[config.mk]
export PLATFORM = sky130hd
export DESIGN_NAME = minmax_frame_reducer
export DESIGN_NICKNAME = d
export VERILOG_FILES = /design/src/rtl/minmax_pkg.sv /design/src/rtl/cmp_sel_u32.sv /design/src/rtl/minmax_frame_reducer.sv
export SDC_FILE = /design/constraint.sdc
export NUM_CORES = 1
export LEC_CHECK = 0
export ABC_CLOCK_PERIOD_IN_PS = 3700
export CORE_MARGIN = 2
export CORE_UTILIZATION = 45
export CTS_CLUSTER_DIAMETER = 80
export DETAILED_ROUTE_END_ITERATION = 16
export GPL_ROUTABILITY_DRIVEN = 0
export PLACE_DENSITY = 0.73
export SYNTH_ARGS = -nofsm -noshare
export SYNTH_HDL_FRONTEND = slang
export SYNTH_SLANG_ARGS = --single-unit
[constraint.sdc]
create_clock -name clk -period 3.7 [get_ports clk]
set_clock_uncertainty 0.15 [all_clocks]
set_input_delay 0.37 -clock clk [delete_from_list [all_inputs] [get_ports clk]]
set_output_delay 0.37 -clock clk [all_outputs]
set_load 0.03 [all_outputs]
[src/rtl/minmax_pkg.sv]
// rtl/minmax_pkg.sv - shared types for the min/max frame reducer
package minmax_pkg;

    localparam int DATA_W = 32;

    typedef enum logic [1:0] {
        IDLE,
        ACCUM,
        HOLD
    } minmax_state_e;

    typedef logic [DATA_W-1:0] word_t;

endpackage

[src/rtl/cmp_sel_u32.sv]
// rtl/cmp_sel_u32.sv - combinational unsigned compare-select, incumbent a wins ties
module cmp_sel_u32 #(
    parameter int W = minmax_pkg::DATA_W
) (
    input  logic [W-1:0] a,
    input  logic [W-1:0] b,
    input  logic         sel_max,
    output logic [W-1:0] y,
    output logic         b_wins
);

    assign b_wins = sel_max ? (b > a) : (b < a);
    assign y      = b_wins ? b : a;

endmodule

[src/rtl/minmax_frame_reducer.sv]
// rtl/minmax_frame_reducer.sv - folds each framed word stream to its max or min
// Optional out_idx port and winner index register under MINMAX_ARGIDX_EN.
module minmax_frame_reducer #(
    parameter int DATA_W = minmax_pkg::DATA_W,
    parameter int CNT_W  = 16
) (
    input  logic              clk,
    input  logic              rst,
    input  logic              mode_max,
    input  logic              in_valid,
    output logic              in_ready,
    input  logic [DATA_W-1:0] in_data,
    input  logic              in_last,
    output logic              out_valid,
    input  logic              out_ready,
    output logic [DATA_W-1:0] out_data,
    output logic [CNT_W-1:0]  out_count,
    output logic              out_sat
`ifdef MINMAX_ARGIDX_EN
    ,
    output logic [CNT_W-1:0]  out_idx
`endif
);

    import minmax_pkg::*;

    localparam logic [CNT_W-1:0] CNT_ONE = CNT_W'(1);
    localparam logic [CNT_W-1:0] CNT_MAX = '1;

    minmax_state_e     state;
    minmax_state_e     state_nxt;
    logic              mode_r;
    logic [DATA_W-1:0] acc;
    logic [CNT_W-1:0]  cnt;
    logic [DATA_W-1:0] cmp_y;
    logic              b_wins;
    logic              accept;

    assign accept = in_valid & in_ready;

    cmp_sel_u32 #(
        .W(DATA_W)
    ) u_cmp (
        .a      (acc),
        .b      (in_data),
        .sel_max(mode_r),
        .y      (cmp_y),
        .b_wins (b_wins)
    );

    always_ff @(posedge clk or posedge rst) begin
        if (rst) begin
            state <= IDLE;
        end else begin
            state <= state_nxt;
        end
    end

    always_comb begin
        state_nxt = state;
        in_ready  = (state != HOLD);
        out_valid = (state == HOLD);
        case (state)
            IDLE, ACCUM: begin
                if (in_valid) begin
                    state_nxt = in_last ? HOLD : ACCUM;
                end
            end
            HOLD: begin
                if (out_ready) begin
                    state_nxt = IDLE;
                end
            end
            default: state_nxt = IDLE;
        endcase
    end

    // The accumulator doubles as the result register: it cannot move while in HOLD.
    always_ff @(posedge clk or posedge rst) begin
        if (rst) begin
            acc    <= '0;
            cnt    <= '0;
            mode_r <= 1'b0;
        end else if (accept) begin
            if (state == IDLE) begin
                acc    <= in_data;
                mode_r <= mode_max;
                cnt    <= CNT_ONE;
            end else begin
                acc <= cmp_y;
                if (cnt != CNT_MAX) begin
                    cnt <= cnt + CNT_ONE;
                end
            end
        end
    end

    assign out_data  = acc;
    assign out_count = cnt;
    assign out_sat   = (cnt == CNT_MAX);

`ifdef MINMAX_ARGIDX_EN
    logic [CNT_W-1:0] idx;

    // Pre-increment count is the incoming beat's position, already saturated.
    always_ff @(posedge clk or posedge rst) begin
        if (rst) begin
            idx <= '0;
        end else if (accept) begin
            if (state == IDLE) begin
                idx <= '0;
            end else if (b_wins) begin
                idx <= cnt;
            end
        end
    end

    assign out_idx = idx;
`endif

endmodule

# Word-level counts from Yosys, hierarchy flattened
# Index checks and enable logic that the tools add are counted.
classes:
  n_bitwise: 1
  n_lt_le_gt_ge: 2
  addsub: 1
  n_reduce_logical: 8
  n_eq_ne: 7
  muxes: 9
ops:
  columns: ["cell", "n"]
  rows:
  - ["32-bit 2-to-1 mux", 2]
  - ["32-bit > comparator", 1]
  - ["32-bit < comparator", 1]
  - ["16-bit 2-to-1 mux", 2]
  - ["16-bit by 1-bit adder with 16-bit output (second input constant)", 1]
  - ["16-bit equality test (second input constant)", 1]
  - ["16-bit != test (second input constant)", 1]
  - ["2-bit AND reduction", 4]
  - ["2-bit 2-to-1 mux", 3]
  - ["2-bit != test (second input constant)", 2]
  - ["2-bit case mux with 2 select lines", 1]
  - ["2-bit nonzero test", 2]
  - ["2-bit by 1-bit equality test with 1-bit output (second input constant)", 1]
  - ["2-bit equality test (second input constant)", 1]
  - ["2-bit logical NOT", 1]
  - ["2-bit by 1-bit != test with 1-bit output (second input constant)", 1]
  - ["2-bit OR reduction", 1]
  - ["1-bit AND", 1]
  - ["1-bit 2-to-1 mux", 1]
totals:
  in_bits: 38
  reg_bits: 51
  elab_cells: 32

# Logic depth before layout (Yosys ltp)
logic_depth:
  ltp_word: 4
  depth_mapped: 11
  ltp_nobuf: 9

# Hierarchy
# From an unflattened synthesis, not the netlist that was laid out.
unflattened:
  cells_unflattened: 407
  area_unflattened_um2: 3913.8
modules_own_cells:
  columns: ["mod", "seq_area_each_um2", "cells_each", "area_per_inst_um2", "n_inst"]
  rows:
  - ["minmax_frame_reducer", 1276.2, 258, 2598.7, 1]
  - ["cmp_sel_u32", 0.0, 149, 1315.0, 1]

# Worst setup path after synthesis
# No wires, ideal clock.
synth_timing:
  kind: "register -> register"
  start: "reg acc[31] (netlist: out_data[31])"
  end: "reg acc[0] (netlist: out_data[0])"
  synth_period_minus_slack_ns: 2.872
  setup_slack_ns: 0.828
  arrival_time_ns: 2.596
  stages_incl_launch_ff: 11
  cell_sequence: "dfrtp_1 > inv_1 > ha_1 > nand4_1 > or4_1 > a31oi_1 > o21bai_1 > o21ba_1 > buf_6 > buf_12 > mux2_4"
synth_between:
  elab_chain_len: 4
  elab_cells_between_ends: 5
  classes_between: "order compare (2); mux (1); reduce/logical (2)"
synth_lines:
  columns: ["item", "line_no", "rtl"]
  rows:
  - ["start: declaration", "minmax_frame_reducer.sv:33", "logic [DATA_W-1:0] acc;"]
  - ["start signal: assignment", "minmax_frame_reducer.sv:86", "acc <= in_data;"]
  - ["start signal: assignment", "minmax_frame_reducer.sv:90", "acc <= cmp_y;"]
  - ["32-bit < comparator / 32-bit > comparator (equally long branches)", "cmp_sel_u32.sv:12", "assign b_wins = sel_max ? (b > a) : (b < a);"]
  - ["1-bit 2-to-1 mux (*)", "cmp_sel_u32.sv:12", null]
  - ["2-bit nonzero test (no line) (*)", null, null]
  - ["2-bit AND reduction (no line) (*)", null, null]
# Every way passes the cells marked *; elsewhere a longest branch is shown, timed or not.
# A chain may end at the register's enable or synchronous reset.

# Worst setup path after layout
layout_timing:
  start: "in in_data[26]"
  end: "reg acc[31] (netlist: out_data[31])"
layout_between:
  elab_chain_len: 4
  elab_cells_between_ends: 5
  classes_between: "order compare (2); mux (1); reduce/logical (2)"
layout_lines:
  columns: ["item", "line_no", "rtl"]
  rows:
  - ["start: declaration", "minmax_frame_reducer.sv:12", "input logic [DATA_W-1:0] in_data,"]
  - ["32-bit < comparator / 32-bit > comparator (equally long branches)", "cmp_sel_u32.sv:12", null]
  - ["1-bit 2-to-1 mux (*)", "cmp_sel_u32.sv:12", null]
  - ["2-bit nonzero test (no line) (*)", null, null]
  - ["2-bit AND reduction (no line) (*)", null, null]
# Marked as above.

==> results.sh <==
export IMPL_dp_cells=471
export IMPL_antenna_found_initial=0
export IMPL_synthCells=290
export IMPL_cap_violations=0
export IMPL_hpwl_um=5010
export IMPL_multi_input_area_um2=1650
export IMPL_grt_overflow=0
export IMPL_final_max_slew_viol_count=0
export IMPL_fin_area_um2=4200
export IMPL_slew_headroom=0.285
export IMPL_die_w_um=87.6
export IMPL_ys_ff_latch=51
export IMPL_max_freq_mhz=325
export IMPL_syn_num_nets=361
export IMPL_crit_type="in2reg"
export IMPL_synth_edff_count=0
export IMPL_netlist_area_um2=3140
export IMPL_tritoncts_num_buffers=5
export IMPL_synth_area_leaders="dfrtp_1 (41%), mux2_4 (14%), ha_1 (13%)"
export IMPL_required_ns=3.74
export IMPL_power_mw=3.07
export IMPL_hold_path_class="reg2reg"
export IMPL_path_max_fanout=32
export IMPL_fin_nets=453
export IMPL_ys_seq_area_frac=0.406
export IMPL_grt_use_total=0.181
export IMPL_initial_core_util=0.463
export IMPL_worst_pin_slew_ns=1.07
export IMPL_synth_area_per_cell_um2=10.8
export IMPL_synth_cell_types=43
export IMPL_first_pass_iters=4
export IMPL_ys_warn_count=0
export IMPL_cts_max_path_buffers=2
export IMPL_wl_um=6670
export IMPL_io_pins=89
export IMPL_power_leakage_nw=1.99
export IMPL_grt_max_degree=52
export IMPL_synth_fa_ha_area_frac=0.131
export IMPL_tns_ns=0
export IMPL_seqCellArea_um2=1280
export IMPL_synth_simple_area_share=0.129
export IMPL_n_antenna_cell=0
export IMPL_pre_cts_ws_ns=0.341
export IMPL_grt_first_pass_wirelength_um=11100
export IMPL_p_per_area_nw_per_um2=731
export IMPL_coreArea_um2=6790
export IMPL_place_area_um2=4100
export IMPL_synth_xor_area_frac=0.0307
export IMPL_holdBufCountCts=0
export IMPL_rsz0062_at_grt="no"
export IMPL_die_area_um2=7670
export IMPL_finalCritPeriodShare=0.832
export IMPL_grt_pass1_vias=2424
export IMPL_num_rows=30
export IMPL_portBuffers=88
export IMPL_cts_tree="done"
export IMPL_worstPathArrival_ns=3.12
export IMPL_drc=0
export IMPL_wl_per_cell_um=13.9
export IMPL_final_util=0.618
export IMPL_clkTransAtPathRegs_ns=0.09
export IMPL_root_buffer="clkbuf_8"
export IMPL_synth_top_family_by_area="multiplexers"
export IMPL_peakVddDrop_uv=382
export IMPL_layout_setup_ws_ns=0.621
export IMPL_worstSetupStartpointType="primary input"
export IMPL_drt_vias_per_instance=4.96
export IMPL_post_cts_setup_buffers=0
export IMPL_ant_nets=0
export IMPL_clkSinkCount=51
export IMPL_instances_no_fill=479
export IMPL_clock_latency_ns=0.30
export IMPL_period_minus_slack_ns=3.08
export IMPL_holdWs_ns=0.333
export IMPL_fillers=564
export IMPL_synthFlopType="dfrtp_1"
export IMPL_synth_top_area_share=0.406
export IMPL_drive_gt1_frac=0.117
export IMPL_hold_viol_final=0
export IMPL_cts_resized=0
export IMPL_synth_compound_area_frac=0.0796
export IMPL_setup_viol=0
export IMPL_area_growth_pct=33.5
export IMPL_die_y_um=87.6
export IMPL_synth_top_area_cell="dfrtp_1"
export IMPL_dr_total_vias=2375
export IMPL_async_reset_ff_frac=1.00
export IMPL_synthMuxAreaShare=0.154
export IMPL_htree_levels=2
export IMPL_worstSetupEndpointType="flop"
export IMPL_first_iter_violations=79
export IMPL_status="finished, final reports clean"
final cells by class:
| type | instances | area share |
|---|---|---|
| Clock buffer | 8 | 0.0239 |
| Inverter | 38 | 0.0340 |
| Multi-Input combinational cell | 196 | 0.393 |
| Sequential cell | 51 | 0.304 |
| Tap cell | 96 | 0.0286 |
| Timing Repair Buffer | 90 | 0.216 |
cell usage in the layout, fill, tap and decap left out, drive strengths merged, types with 3 or more instances in the layout:
master	netlist	layout
clkdlybuf4s50	0	88
dfrtp	51	51
inv	38	38
ha	33	33
mux2	33	33
nand2	19	19
nor2	17	17
a21oi	17	17
nand4	12	12
o21ai	10	10
nand3	8	8
clkbuf	1	8
xor2	6	6
nor3	6	6
xnor2	5	5
and4	3	3
and2	3	3
or3	3	3
layer usage:
metal / up-vias / GRT usage / share of wire
met5: - / 0 / 0
met4: 0 / 0.0336 / 0.0012
met3: 2 / 0.0434 / 0.039
met2: 54 / 0.306 / 0.49
met1: 1127 / 0.239 / 0.47
li1: 1192 / - / -
report_power, final:
group          leakage, nW  total (mW)  switching [mW]  internal [mW]
sequential           0.628       0.934           0.180          0.755
combinational         1.31        1.78           0.909          0.873
clock               0.0515       0.352           0.181          0.171
sequential cells by signal (all words and copies together) (netlist names):
name	cells
mode_r	1
state	2
out_data	32
out_count	16
logic make-up after synthesis:
logic type	after synthesis
adders and majority gates	33
DFF	51
muxes	33
and+or+nand+nor	78
xor gates and xnor gates	11
buffers and inverters	43
AOI/OAI and AO/OA	41
synthesized netlist by cell type (all sizes together), types with 3 or more instances:
cell type and instances:
dfrtp 51, inv 38, ha 33, mux2 33
nand2 19, a21oi 17, nor2 17, nand4 12
o21ai 10, nand3 8, nor3 6, xor2 6
xnor2 5, buf 4, and2 3, and4 3
or3 3
worst max-delay path, stage by stage:
cell and delay, ns:
clkdlybuf4s50_1 0.44, ha_1 0.33, nand4_1 0.18, or4_1 0.60, a31oi_1 0.22, o21bai_1 0.10
o21ba_2 0.26, buf_12 0.26, mux2_1 0.35
path summary, 6_finish.rpt:
path,depth (start not counted),start,endpoint,slack (ns)
max,9,in_data[26],out_data[31],0.62
min,1,state[1],state[0],0.33
max reg2reg,9,out_data[26],out_data[31],0.73
min reg2reg,1,state[1],state[0],0.33
max in group asynchronous,2,rst,out_count[11],2.24
min in group asynchronous,2,rst,out_data[13],0.50
Note: power is estimated with default switching activity, not from simulation.
